File: src/rtl/err_event_monitor.sv
// Error/status line monitor: edge detect, sticky flags, saturating counters, first-error capture, timestamped reports.
// Latency: flags/counters/first capture 1 cycle after a rise; report 2 cycles. Report register holds while rpt_ready_i=0.
module err_event_monitor #(
    parameter int NumCh = 9,
    parameter int CntW  = 8,
    parameter int TimeW = 32,
    localparam int IdxW = (NumCh > 1) ? $clog2(NumCh) : 1
) (
    input  logic                  clk_i,
    input  logic                  rst_ni,
    input  logic                  en_i,
    input  logic [NumCh-1:0]      err_i,
    input  logic                  clr_i,
    input  logic [NumCh-1:0]      clr_mask_i,
    output logic [NumCh-1:0]      errored_o,
    output logic                  any_err_o,
    output logic [NumCh*CntW-1:0] cnt_o,
    output logic                  first_valid_o,
    output logic [IdxW-1:0]       first_idx_o,
    output logic                  rpt_valid_o,
    input  logic                  rpt_ready_i,
    output logic [IdxW-1:0]       rpt_idx_o,
    output logic [TimeW-1:0]      rpt_time_o,
    output logic [TimeW-1:0]      time_o
);

    logic [NumCh-1:0]           err_q;
    logic [NumCh-1:0]           errored_q;
    logic [NumCh-1:0]           pending_q;
    logic [NumCh-1:0][CntW-1:0] cnt_q;
    logic [TimeW-1:0]           stamp_q [NumCh];
    logic [TimeW-1:0]           time_q;
    logic                       first_valid_q;
    logic [IdxW-1:0]            first_idx_q;
    logic                       rpt_valid_q;
    logic [IdxW-1:0]            rpt_idx_q;
    logic [TimeW-1:0]           rpt_time_q;

    logic [NumCh-1:0] rise;
    logic [NumCh-1:0] clr_sel;
    logic [NumCh-1:0] first_occ;
    logic [NumCh-1:0] pend_oh;
    logic [NumCh-1:0] pend_take;
    logic             clr_all;
    logic             rpt_load;
    logic [IdxW-1:0]  pend_idx;
    logic [TimeW-1:0] pend_stamp;
    logic [IdxW-1:0]  rise_idx;

    assign rise     = err_i & ~err_q & {NumCh{en_i}};
    assign clr_sel  = clr_mask_i & {NumCh{clr_i}};
    assign clr_all  = clr_i & (&clr_mask_i);
    // A channel cleared in the same cycle it rises counts as a fresh first occurrence.
    assign first_occ = rise & (~errored_q | clr_sel);
    assign rpt_load  = (~rpt_valid_q | rpt_ready_i) & (|pending_q);
    assign pend_take = rpt_load ? pend_oh : '0;

    always_comb begin
        pend_idx   = '0;
        pend_stamp = '0;
        pend_oh    = '0;
        rise_idx   = '0;
        for (int i = NumCh - 1; i >= 0; i--) begin
            if (pending_q[i]) begin
                pend_idx    = IdxW'(i);
                pend_stamp  = stamp_q[i];
                pend_oh     = '0;
                pend_oh[i]  = 1'b1;
            end
            if (rise[i]) begin
                rise_idx = IdxW'(i);
            end
        end
    end

    always_ff @(posedge clk_i) begin
        if (!rst_ni) begin
            time_q    <= '0;
            err_q     <= '0;
            errored_q <= '0;
            pending_q <= '0;
            cnt_q     <= '0;
            for (int e = 0; e < NumCh; e++) begin
                stamp_q[e] <= '0;
            end
        end else begin
            time_q    <= time_q + TimeW'(1);
            err_q     <= err_i;
            errored_q <= (errored_q & ~clr_sel) | first_occ;
            pending_q <= (pending_q & ~pend_take & ~clr_sel) | first_occ;
            for (int e = 0; e < NumCh; e++) begin
                if (rise[e]) begin
                    if (clr_sel[e]) begin
                        cnt_q[e] <= CntW'(1);
                    end else if (cnt_q[e] != {CntW{1'b1}}) begin
                        cnt_q[e] <= cnt_q[e] + CntW'(1);
                    end
                end else if (clr_sel[e]) begin
                    cnt_q[e] <= '0;
                end
                if (first_occ[e]) begin
                    stamp_q[e] <= time_q;
                end
            end
        end
    end

    always_ff @(posedge clk_i) begin
        if (!rst_ni) begin
            first_valid_q <= 1'b0;
            first_idx_q   <= '0;
        end else if ((~first_valid_q | clr_all) & (|rise)) begin
            first_valid_q <= 1'b1;
            first_idx_q   <= rise_idx;
        end else if (clr_all) begin
            first_valid_q <= 1'b0;
        end
    end

    // Held report stays put until accepted, regardless of newer lower-index pendings.
    always_ff @(posedge clk_i) begin
        if (!rst_ni) begin
            rpt_valid_q <= 1'b0;
            rpt_idx_q   <= '0;
            rpt_time_q  <= '0;
        end else if (rpt_load) begin
            rpt_valid_q <= 1'b1;
            rpt_idx_q   <= pend_idx;
            rpt_time_q  <= pend_stamp;
        end else if (rpt_ready_i) begin
            rpt_valid_q <= 1'b0;
        end
    end

    assign errored_o     = errored_q;
    assign any_err_o     = |errored_q;
    assign cnt_o         = cnt_q;
    assign first_valid_o = first_valid_q;
    assign first_idx_o   = first_idx_q;
    assign rpt_valid_o   = rpt_valid_q;
    assign rpt_idx_o     = rpt_idx_q;
    assign rpt_time_o    = rpt_time_q;
    assign time_o        = time_q;

endmodule

File: config.mk
export PLATFORM = sky130hd
export DESIGN_NAME = err_event_monitor
export DESIGN_NICKNAME = d
export VERILOG_FILES = /design/src/rtl/err_event_monitor.sv
export SDC_FILE = /design/constraint.sdc
export NUM_CORES = 1
export LEC_CHECK = 0
export ABC_AREA = 1
export CORE_MARGIN = 4
export CORE_UTILIZATION = 57
export CTS_CLUSTER_SIZE = 30
export DETAILED_ROUTE_END_ITERATION = 8
export DONT_BUFFER_PORTS = 1
export GPL_ROUTABILITY_DRIVEN = 0
export PLACE_DENSITY = 0.75
export SLEW_MARGIN = 20
export SYNTH_ARGS = -nofsm -noshare
export SYNTH_HDL_FRONTEND = slang
export SYNTH_SLANG_ARGS = --single-unit
File: constraint.sdc
create_clock -name clk_i -period 2.72 [get_ports clk_i]
set_clock_uncertainty 0.15 [all_clocks]
set_input_delay 0.68 -clock clk_i [delete_from_list [all_inputs] [get_ports clk_i]]
set_output_delay 0.68 -clock clk_i [all_outputs]
set_load 0.05 [all_outputs]
==> results by group <==
Run status
  • Outcome: completed

Clock tree
  • Clk sink count: 461
  • CTS tree: yes
  • CTS Buf Count: 47
  • PostCTS Resize Cnt: 0
  • Clock Tree Buf Depth: 3
  • Clock root cell: clkbuf_16
  • Post-CTS Setup Bufs: 0
  • CTS Hold Bufs: 0
  • Clk Latency, worst-skew pair: 0.57 ns
  • Clk pin slew, worst setup/hold paths: 0.06 ns
  • CTS H-tree lvls: 2

Yosys
  • Number of synthesized flops with an enable pin: 288
  • Complex-gate fraction of the synthesized area: 6.26%
  • Ys async rst share: 0%
  • Post-Syn Instances: 2128
  • Syn Area/Cell: 9.27 sq um
  • Register area share after synthesis: 61.4%
  • Combinational family with the most area after synthesis: simple AND/OR/NAND/NOR gates
  • #FFs+latches synth: 461
  • Post-synthesis mux area share: 0%
  • Simple-Gate Fraction of Synth Area: 25.0%
  • Top FF cell, synth: edfxtp_1
  • Post-Syn Area: 19700 sq um
  • Synth Area in Adders: 0.634%
  • Syn nets: 2161
  • XOR/XNOR Fraction of Synth Area: 0.444%
  • Library cells used by synthesis: 49
  • Warnings from Yosys: 0

STA
  • Max-slew violation count: 0
  • Slew Limit Headroom: 53.7%
  • Worst-Margin Slew: 0.693 ns
  • Final setup fails: 0
  • RSZ-0062 raised after global routing: false
  • Hold_ws: 0.0618 ns
  • Crit path time final: 2.49 ns
  • Max Freq: 0.402 GHz
  • Setup TNS: 0 ns
  • Tcrit/Tclk final: 91.4%
  • Final Hold Viols: 0
  • Post-layout worst setup margin: 0.234 ns

Place
  • Dpl hpwl: 34.7 mm
  • Post-place setup slack: 0.164 ns
  • # port buffers: 0

Critical path
  • Critical-path cell list: buf_4 -> clkinv_1 -> buf_4 -> nand3_1 -> nand2_1 -> o21bai_1 -> o21ai_0 -> and2_1 -> a21oi_1
  • Critical Setup Path Class: flip-flop to flip-flop
  • Max FO, Critical Path: 18
  • Worst path max stage delay: 0.42 ns
  • Critical-path top delay cell: dfxtp_1
  • Worst setup SP type: flip-flop
  • Critical path required time: 2.97 ns
  • Most used cell, CP: buf_4
  • Crit end category: flip-flop
  • Data arrival, critical path: 2.74 ns

Detailed routing
  • Total number of vias: 15900
  • DR vias/cell: 5.82
  • Drt first-iter violations: 1568
  • WL/cell: 20.8 um
  • Final wirelength: 56.7 mm
  • Post-DRT Antenna Nets: 0
  • DRC Markers: 0
  • DRT Pass-1 Iters: 6

Floorplan
  • Die width: 194 um
  • Die Footprint: 37600 sq um
  • Chip Height: 194 um
  • # rows: 67
  • Core area: 33900 sq um
  • Top-level I/O count: 179
  • Initial Utilization: 58.2%

Global route
  • Vias in the first global route: 15400
  • First-pass GRT wire length: 86.7 mm
  • Grt ovf: 0
  • Tot GR Track Use: 29.2%
  • Antenna violations before repair: 2
  • Pin count of the biggest net entering global routing: 48

Job
  • Max Cap Viol: 0

Layout
  • N_diodes: 0
  • Fillers: 2592
  • Layout area overhead: 14.8%
  • Share of cells above drive strength 1: 11.2%
  • Final nets: 2281

Min path
  • Worst min-delay path class: primary input to flip-flop

Power and ir drop
  • Pleak: 0.00925 uW
  • Worst VDD drop: 0.527 mV
  • Pwr Density: 716 nW/um^2
  • PnR Total Power: 16200 uW
==> stage by stage <==
| step | cell area (sq um) | utilization (%) | instances |
|---|---|---|---|
| after CTS | 22600 | 66.9 | 2732 |
| after global placement | 21100 | 62.4 | 2647 |
| after detailed placement | 21100 | 62.4 | 2647 |
| after global routing | 22600 | 66.9 | 2732 |
| after floorplan | 19700 | - | 2128 |
| final | 22600 | 66.9 | 2732 |
==> layout by cell type (no fill, tap or decap), drive strengths merged, types with 2 or more instances in the layout <==
| cell | count |
|---|---|
| o211ai | 3 |
| and3 | 3 |
| inv | 215 |
| nor2 | 200 |
| nor4 | 2 |
| nand2 | 584 |
| clkinvlp | 2 |
| or2 | 26 |
| clkinv | 13 |
| xor2 | 9 |
| nand3 | 227 |
| bufinv | 3 |
| clkbuf | 68 |
| nand3b | 6 |
| buf | 148 |
| ha | 10 |
| nand4 | 42 |
| nor3 | 28 |
| o211a | 2 |
| a31oi | 17 |
| o21a | 4 |
| o31ai | 3 |
| edfxtp | 288 |
| o21ai | 55 |
| dfxtp | 173 |
| a21oi | 142 |
| nor3b | 4 |
==> registers in the layout (all words and copies together) (netlist names), 9 cells and up <==
register    count
stamp_q       288
cnt_o          72
rpt_time_o     32
time_o         32
err_q           9
errored_o       9
pending_q       9
==> final timing paths <==
kind / slack, ns / cells after the start / from / end
worst max-delay path: 0.23 / 9 / pending_q[0] / rpt_time_o[27]
worst min-delay path: 0.06 / 2 / err_i[2] / err_q[2]
worst max register to register: 0.23 / 9 / pending_q[0] / rpt_time_o[27]
worst min register to register: 0.35 / 2 / cnt_o[36] / cnt_o[36]
==> layer usage <==
metal | global-route usage (%) | up-vias | wire, um
met3 | 8.69 | 164 | 7410
met1 | 37.7 | 7444 | 21100
met2 | 47.2 | 948 | 26200
met4 | 10.3 | 4 | 1930
li1 | - | 7348 | -
met5 | 0 | - | 28
==> synthesized netlist by cell type, types with 2 or more instances <==
library cell,instances,share of area [%]
nor2_4,6,0.34
or2_2,5,0.16
nand2_2,6,0.19
a21oi_1,142,3.6
nor3b_1,4,0.15
inv_2,2,0.038
inv_1,212,4.0
buf_1,11,0.21
buf_2,19,0.48
o21ai_2,2,0.089
nor3_1,25,0.63
nand4_1,41,1.3
nor3_2,3,0.15
o21ai_1,10,0.25
nand2_4,2,0.11
nand2_1,575,11
clkbuf_1,30,0.57
o211ai_1,3,0.11
nand3_2,2,0.10
nor2_8,2,0.20
dfxtp_1,173,18
o21a_1,4,0.15
a31oi_1,17,0.54
and3_1,3,0.095
nor2_1,186,3.5
o211a_1,2,0.10
o31ai_1,3,0.11
buf_6,10,0.57
nand3b_1,6,0.23
xor2_1,9,0.40
o21ai_0,43,1.1
nand3_1,225,5.7
nor4_1,2,0.063
or2_0,21,0.67
nor2_2,6,0.19
ha_1,10,0.63
edfxtp_1,288,44
buf_4,7,0.27
==> cell families after synthesis <==
| group | after synthesis |
|---|---|
| adders and majority gates | 10 |
| xor gates and xnor gates | 10 |
| AOI/OAI and AO/OA | 231 |
| DFF | 461 |
| and+or+nand+nor | 1123 |
| buffers and inverters | 293 |
==> report_power, final <==
group	switching (uW)	leakage (uW)	internal [uW]
combinational	1190	0.00410	447
clock	2640	0.000729	3670
sequential	502	0.00442	7760
total	4330	0.00925	11900
==> worst max-delay path, delay by kind of cell, from the launching register on <==
| kind | cells | cell delay, ns |
|---|---|---|
| flops | 1 | 0.42 |
| compound gates | 3 | 0.44 |
| simple gates | 3 | 0.35 |
| buf+inv | 3 | 0.99 |
==> layout make-up <==
type	instances	area, sq um	share of cell area, %
clock buffers	68	1330	5.86
clock inverters	17	175	0.774
flip-flops and latches	461	12100	53.5
well taps	448	561	2.48
repair buffers	148	1270	5.62
multi-input cells	1374	6380	28.2
inverters	216	815	3.60
Power figures use the tool's default switching activity.
